$ cat src/rtl/cr_iu_gated_clk_regfile.sv
// Clock-gated IU register file. Each entry has its own ICG, byte-strobe writes land on the next edge,
// and reads are registered with one cycle of latency plus same-cycle write forwarding. There is no backpressure.

module gated_clk_cell (
  input  logic clk_in,
  input  logic global_en,
  input  logic module_en,
  input  logic local_en,
  input  logic external_en,
  input  logic pad_yy_icg_scan_en,
  output logic clk_out
);

  logic clk_en;
  logic clk_en_q;

  assign clk_en = local_en | external_en | (global_en & module_en);

  // Enable is captured in the low phase, so clk_out cannot glitch while clk_in is high.
  always_ff @(negedge clk_in) begin
    clk_en_q <= clk_en;
  end

  assign clk_out = clk_in & (clk_en_q | pad_yy_icg_scan_en);

endmodule

module cr_iu_gated_clk_regfile #(
  parameter int                    DATA_WIDTH = 32,
  parameter int                    ENTRY_NUM  = 4,
  parameter int                    IDX_WIDTH  = 2,
  parameter logic [DATA_WIDTH-1:0] RST_VAL    = '0
) (
  input  logic                    forever_cpuclk,
  input  logic                    cpurst,
  input  logic                    cp0_yy_clk_en,
  input  logic                    pad_yy_gate_clk_en_b,
  input  logic                    x_randclk_reg_mod_en_w32,
  input  logic                    x_write_en,
  input  logic [IDX_WIDTH-1:0]    x_write_idx,
  input  logic [DATA_WIDTH/8-1:0] x_write_strb,
  input  logic [DATA_WIDTH-1:0]   x_write_data,
  input  logic                    x_inv_all,
  input  logic                    x_read_en,
  input  logic [IDX_WIDTH-1:0]    x_read_idx,
  output logic [DATA_WIDTH-1:0]   x_read_data,
  output logic                    x_read_vld,
  output logic [ENTRY_NUM-1:0]    x_entry_vld
);

  localparam int                 STRB_WIDTH = DATA_WIDTH / 8;
  localparam logic [IDX_WIDTH:0] ENTRY_LIM  = (IDX_WIDTH + 1)'(ENTRY_NUM);

  logic                  wr_eff;
  logic [DATA_WIDTH-1:0] strb_mask;
  logic [ENTRY_NUM-1:0]  wr_sel;
  logic [DATA_WIDTH-1:0] entry_data [ENTRY_NUM];
  logic [ENTRY_NUM-1:0]  entry_vld_q;
  logic [ENTRY_NUM-1:0]  entry_vld_nxt;
  logic [DATA_WIDTH-1:0] rd_entry;
  logic                  rd_entry_vld;
  logic                  rd_fwd;
  logic [DATA_WIDTH-1:0] rd_data_nxt;
  logic                  rd_vld_nxt;
  logic [DATA_WIDTH-1:0] read_data_q;
  logic                  read_vld_q;

  always_comb begin
    strb_mask = '0;
    for (int b = 0; b < STRB_WIDTH; b++) begin
      strb_mask[8*b +: 8] = {8{x_write_strb[b]}};
    end
  end

  // Out-of-range index and empty strobe both turn into a no-op, so that entry's ICG stays shut.
  assign wr_eff = x_write_en & ({1'b0, x_write_idx} < ENTRY_LIM) & (|x_write_strb);

  generate
    for (genvar i = 0; i < ENTRY_NUM; i++) begin : g_entry
      logic                  gclk;
      logic [DATA_WIDTH-1:0] q;

      assign wr_sel[i] = wr_eff & (x_write_idx == IDX_WIDTH'(i));

      gated_clk_cell u_icg (
        .clk_in             (forever_cpuclk),
        .global_en          (cp0_yy_clk_en),
        .module_en          (x_randclk_reg_mod_en_w32),
        .local_en           (wr_sel[i]),
        .external_en        (1'b0),
        .pad_yy_icg_scan_en (pad_yy_gate_clk_en_b),
        .clk_out            (gclk)
      );

      // The write qualifier is still needed here because global enables can open the gate without a write.
      always_ff @(posedge gclk or posedge cpurst) begin
        if (cpurst) begin
          q <= RST_VAL;
        end else if (wr_sel[i]) begin
          q <= (x_write_data & strb_mask) | (q & ~strb_mask);
        end
      end

      assign entry_data[i] = q;
    end
  endgenerate

  // An out-of-range read index matches no entry, so it reads as zero data with valid clear.
  always_comb begin
    rd_entry     = '0;
    rd_entry_vld = 1'b0;
    for (int i = 0; i < ENTRY_NUM; i++) begin
      if (x_read_idx == IDX_WIDTH'(i)) begin
        rd_entry     = entry_data[i];
        rd_entry_vld = entry_vld_q[i];
      end
    end
  end

  assign rd_fwd = x_read_en & wr_eff & (x_read_idx == x_write_idx);

  always_comb begin
    rd_data_nxt = rd_entry;
    rd_vld_nxt  = rd_entry_vld;
    if (rd_fwd) begin
      rd_data_nxt = (x_write_data & strb_mask) | (rd_entry & ~strb_mask);
      rd_vld_nxt  = 1'b1;
    end
  end

  // Invalidate is applied before the write's set, so a write issued with it survives alone.
  always_comb begin
    entry_vld_nxt = x_inv_all ? '0 : entry_vld_q;
    entry_vld_nxt = entry_vld_nxt | wr_sel;
  end

  always_ff @(posedge forever_cpuclk or posedge cpurst) begin
    if (cpurst) begin
      entry_vld_q <= '0;
      read_data_q <= '0;
      read_vld_q  <= 1'b0;
    end else begin
      entry_vld_q <= entry_vld_nxt;
      read_vld_q  <= x_read_en & rd_vld_nxt;
      if (x_read_en) begin
        read_data_q <= rd_data_nxt;
      end
    end
  end

  assign x_read_data = read_data_q;
  assign x_read_vld  = read_vld_q;
  assign x_entry_vld = entry_vld_q;

endmodule

$ cat config.mk
export PLATFORM = sky130hd
export DESIGN_NAME = cr_iu_gated_clk_regfile
export DESIGN_NICKNAME = d
export VERILOG_FILES = /design/src/rtl/cr_iu_gated_clk_regfile.sv
export SDC_FILE = /design/constraint.sdc
export NUM_CORES = 1
export LEC_CHECK = 0
export ABC_AREA = 1
export ABC_CLOCK_PERIOD_IN_PS = 18100
export BUFFER_PORTS_ARGS = -buffer_cell sky130_fd_sc_hd__buf_2
export CAP_MARGIN = 20
export CORE_UTILIZATION = 45
export DETAILED_ROUTE_END_ITERATION = 10
export REMOVE_ABC_BUFFERS = 1
export SETUP_SLACK_MARGIN = 0.15
export SYNTH_ARGS = -nofsm -noshare
export SYNTH_HDL_FRONTEND = slang
export SYNTH_SLANG_ARGS = --single-unit
$ cat constraint.sdc
create_clock -name forever_cpuclk -period 18.1 [get_ports forever_cpuclk]
set_clock_uncertainty 0.15 [all_clocks]
set_input_delay 3.62 -clock forever_cpuclk [delete_from_list [all_inputs] [get_ports forever_cpuclk]]
set_output_delay 3.62 -clock forever_cpuclk [all_outputs]
set_load 0.01 [all_outputs]
Yosys cells after proc, flatten, opt, wreduce, memory -nomap -nowiden --
Index checks and enable logic that the tools add are counted.
Cells by class: magnitude comparators 0, muxes and demuxes 11, shift operators 0, equal/unequal tests 7, multiply operators 0, reduce and logical (&&, ||, !) cells 3, add/sub/neg operators 0, divide/modulo/power cells 0, bitwise gates (word level) 34
Operators with widths (number):
- bitwise AND 32 bit | 6
- two-way mux 32 bit | 5
- bitwise OR 32 bit | 5
- NOT 32 bit | 1
- bitwise AND 1 bit | 13
- == test 2 bit (second input constant) | 4
- bitwise OR 1 bit | 8
- two-way mux 1 bit | 5
- == test 2 x 1 -> 1 bit (second input constant) | 2
- logical NOT 2 bit | 2
- two-way mux 4 bit | 1
- bitwise OR 4 bit | 1
- OR reduction 4 bit | 1
- == test 2 bit | 1
Storage, ports and cells: register bits after elaboration 169, input bits 48, memory bits (writable) 0, output and inout port bits 37, memories kept 0, bits in latches 0, ROM bits 0

Logic depth before layout (Yosys ltp) --
word-level depth 8, gate-level depth with buffers 10, mapped depth without buffers 8

Cells and area by module --
Synthesis repeated with hierarchy kept, for this count alone.
Second synthesis, totals: cell total of the unflattened synthesis 1023, area, all modules 8066.5 µm²
Modules (own cells, without submodules):
- cr_iu_gated_clk_regfile | instances 1, cells an instance 995, sequential area each 4129.0 µm², area an instance 7896.3 µm²
- gated_clk_cell | instances 4, cells an instance 7, sequential area each 20.0 µm², area an instance 42.5 µm²

==> implementation parameters <==
Parameter                              Value

Yosys
  Biggest area contributors in the synthesized netlist    dfrtp_1 52%, nand2_1 19%, o21ai_0 12%, nand3_1 4.4%, nand4_1 2.8%
  Simple-gate share of the synthesized area    28.5%
  Sequential fraction of the synthesis area    53.2%
  FFs w/ async S/R, synth    97.6%
  Adder-Cell Fraction of Synth Area    0%
  Dominant combinational cell family by area after synthesis    simple AND/OR/NAND/NOR gates
  Mux cell area share after synthesis    0%
  Most common cell in the netlist    nand2_1
  Instance count of the mapped netlist    1,009
  Synthesized area per cell    7.84 um2
  Prevailing post-synth register cell    dfrtp_1
  Synth area leader    dfrtp_1
  Number of enable flip-flop cells after synthesis    0
  Netlist Area Pre-Place    7910 um2
  Synth cell count leaders    399 x nand2_1, 191 x o21ai_0, 165 x dfrtp_1, 69 x nand3_1, 41 x inv_1
  Proportion of netlist area held by the largest area contributor    52.2%
  Count of warnings emitted by yosys    0
  Compound-gate portion of the synthesized area    12.8%
  Register bit total from synthesis    169
  Cell variety after synth    21
  Synthesized-area fraction occupied by xor and xnor cells    0%

STA
  Total negative slack for setup checks    0 ps
  Unrepaired setup endpoints after global routing    no
  Worst-margin pin slew    1040 ps
  Final hold vios    0
  Final count of negative-setup-slack endpoints    0
  Number of pins with negative max-slew slack in the final report    0
  Worst slew margin relative to its limit    30.2%

Worst setup path
  Critical path, cell by cell    buf_2 -> nor2_1 -> a21boi_4 -> nand3_2 -> nand2_1
  Worst r2r path cells    6
  R2r setup slk    16,860 ps
  Worst Path Max Fanout    29
  Worst path slowest cell    nand3_2
  Critical Path AT    5220 ps
  Slowest cell delay on critical path    660 ps
  Required @ worst endpoint    9840 ps
  Startpoint of the most critical setup path    x_write_strb[1]
  Endpoint type of the worst setup path    flip-flop
  Startpoint type of the worst setup path    primary input
  Capture instance of the worst register-to-register path    x_read_data[20]$_DFFE_PP0P_
  Kind of critical path    primary input to flip-flop

Power and ir drop
  Sum of internal, switching and leakage power    1130 uW
  VDD IR-drop max    59.7 uV
  P per Cell Area    116 nW/um2
  Leakage dissipation    0.00498 uW

Job
  Max-cap viol count    0

Global route
  Via count of the first global-routing pass    7,216
  Total global routing track utilization    30.6%
  Congestion Overflow GR    0
  Maximum number of pins on one net before global-route repair    92
  Wire length of the first global-routing pass    39,800 um
  Initial antenna violation count    0

Floorplan
  Rows    48
  Chip Height    135 um
  Horizontal die dimension    135 um
  Die ar.    18,100 um2
  Standard cell core area    17,200 um2
  Ports placed on the boundary    85
  Initial cell density of the core    45.9%

Cells and area
  Number of nets in the finished design    1,157
  Final Cell Area    9760 um2
  Layout Utilization    56.6%
  Count of antenna diodes in the layout    0
  Share of cells above drive strength 1    15.1%
  Final Instance Count excl. Fillers    1,342
  Layout-stage area growth over the synthesis result    23.4%

Detailed routing
  Per-cell via count in the routed design    5.47
  Detailed-route wire length    24,200 um
  Initial DRC count    696
  Number of detailed-routing iterations run before antenna repair    5
  Average wire length per cell after detail routing    18.0 um
  Number of vias after detailed routing    7,343
  Post-route DRC    0
  Antenna viol nets, final    0

Clock tree
  Clock input transition at the sequential cells of the worst setup and hold paths    30 ps
  Clock latency of the later-clocked register in the worst-skew pair    890 ps
  Number of gates given a new drive strength after cts    0
  CTS tree    done

Placed design
  Placed cell count    1,269
  Detail Placement HPWL    13,800 um
  Routability cong.    0.775
  Cell area after placement    8440 um2
  Buffers on Ports    84

Worst hold path
  Worst hold path type    primary input to clock gate
  Cell depth of the worst hold path    13
  Startpoint of the tightest hold check path    pad_yy_gate_clk_en_b

Run status
  Outcome    finished, final reports clean
metrics by stage:
stage / worst slack, ps / hold slack (ps)
after detailed placement: 3590 / -5410
after global routing: 4570 / 331
after global placement: 3670 / -5410
final: 4620 / 252
after CTS: 4620 / 163
after floorplan: 3860 / -5560
cells by family (layout without fill, tap and decap cells):
group                  count (synthesis)  after routing
and+or+nand+nor                      535            535
buffers and inverters                106            214
AOI/OAI and AO/OA                    199            199
DFF                                  169            169
critical path, delay by kind of cell:
kind            cells  cell delay, ps
compound gates      1             310
buf+inv             1             270
simple gates        3            1000
area by class of cell:
| class | instances | area [um2] |
|---|---|---|
| flip-flops and latches | 169 | 4210 |
| multi-input cells | 734 | 3270 |
| inverters | 45 | 174 |
| fillers | 1602 | 7480 |
| well taps | 225 | 282 |
| clock inverters | 13 | 65.1 |
| clock buffers | 48 | 1120 |
| repair buffers | 108 | 633 |
metal layers:
| layer | vias up | GRT usage (%) | share of wire, % |
|---|---|---|---|
| li1 | 3499 | - | - |
| met1 | 3500 | 38.7 | 44 |
| met2 | 294 | 44.1 | 46 |
| met3 | 50 | 13.8 | 7.6 |
| met4 | 0 | 15.4 | 2.2 |
| met5 | - | 1.11 | 0 |
how the worst max path moves through the flow:
stage | cells past startpoint | end
3_3_place_gp | 5 | g_entry[3].u_icg.clk_en_q$_DFF_N_
5_1_grt | 5 | g_entry[3].u_icg.clk_en_q$_DFF_N_
3_5_place_dp | 5 | g_entry[3].u_icg.clk_en_q$_DFF_N_
4_1_cts | 5 | g_entry[3].u_icg.clk_en_q$_DFF_N_
2_1_floorplan | 4 | g_entry[3].u_icg.clk_en_q$_DFF_N_
6_report | 5 | g_entry[3].u_icg.clk_en_q$_DFF_N_
where the power goes:
part / total (uW) / leakage [uW] / internal (uW) / switching (uW)
registers: 396 / 0.00211 / 362 / 34.0
clock network: 572 / 0.000607 / 374 / 199
logic: 159 / 0.00227 / 56.5 / 103
total: 1130 / 0.00498 / 793 / 335
cells in the final DEF (no fill, tap or decap), drive strengths merged:
| cell type | synthesis | routed |
|---|---|---|
| nand2 | 399 | 399 |
| a21oi | 1 | 1 |
| dfrtp | 165 | 165 |
| nor2 | 27 | 27 |
| nand4 | 36 | 36 |
| clkinvlp | 0 | 1 |
| nand3 | 73 | 73 |
| a211oi | 1 | 1 |
| o21ai | 196 | 196 |
| clkbuf | 33 | 48 |
| inv | 43 | 51 |
| a21boi | 1 | 1 |
| dfxtp | 4 | 4 |
| buf | 27 | 95 |
| dlygate4sd3 | 0 | 13 |
| clkinv | 3 | 6 |
repair_timing:
item,in CTS,in global routing
hold buffers,13,0
buffers inserted,0,0
hold endpoints to repair,4,0
No activity file was read; power rests on OpenSTA's default activity.
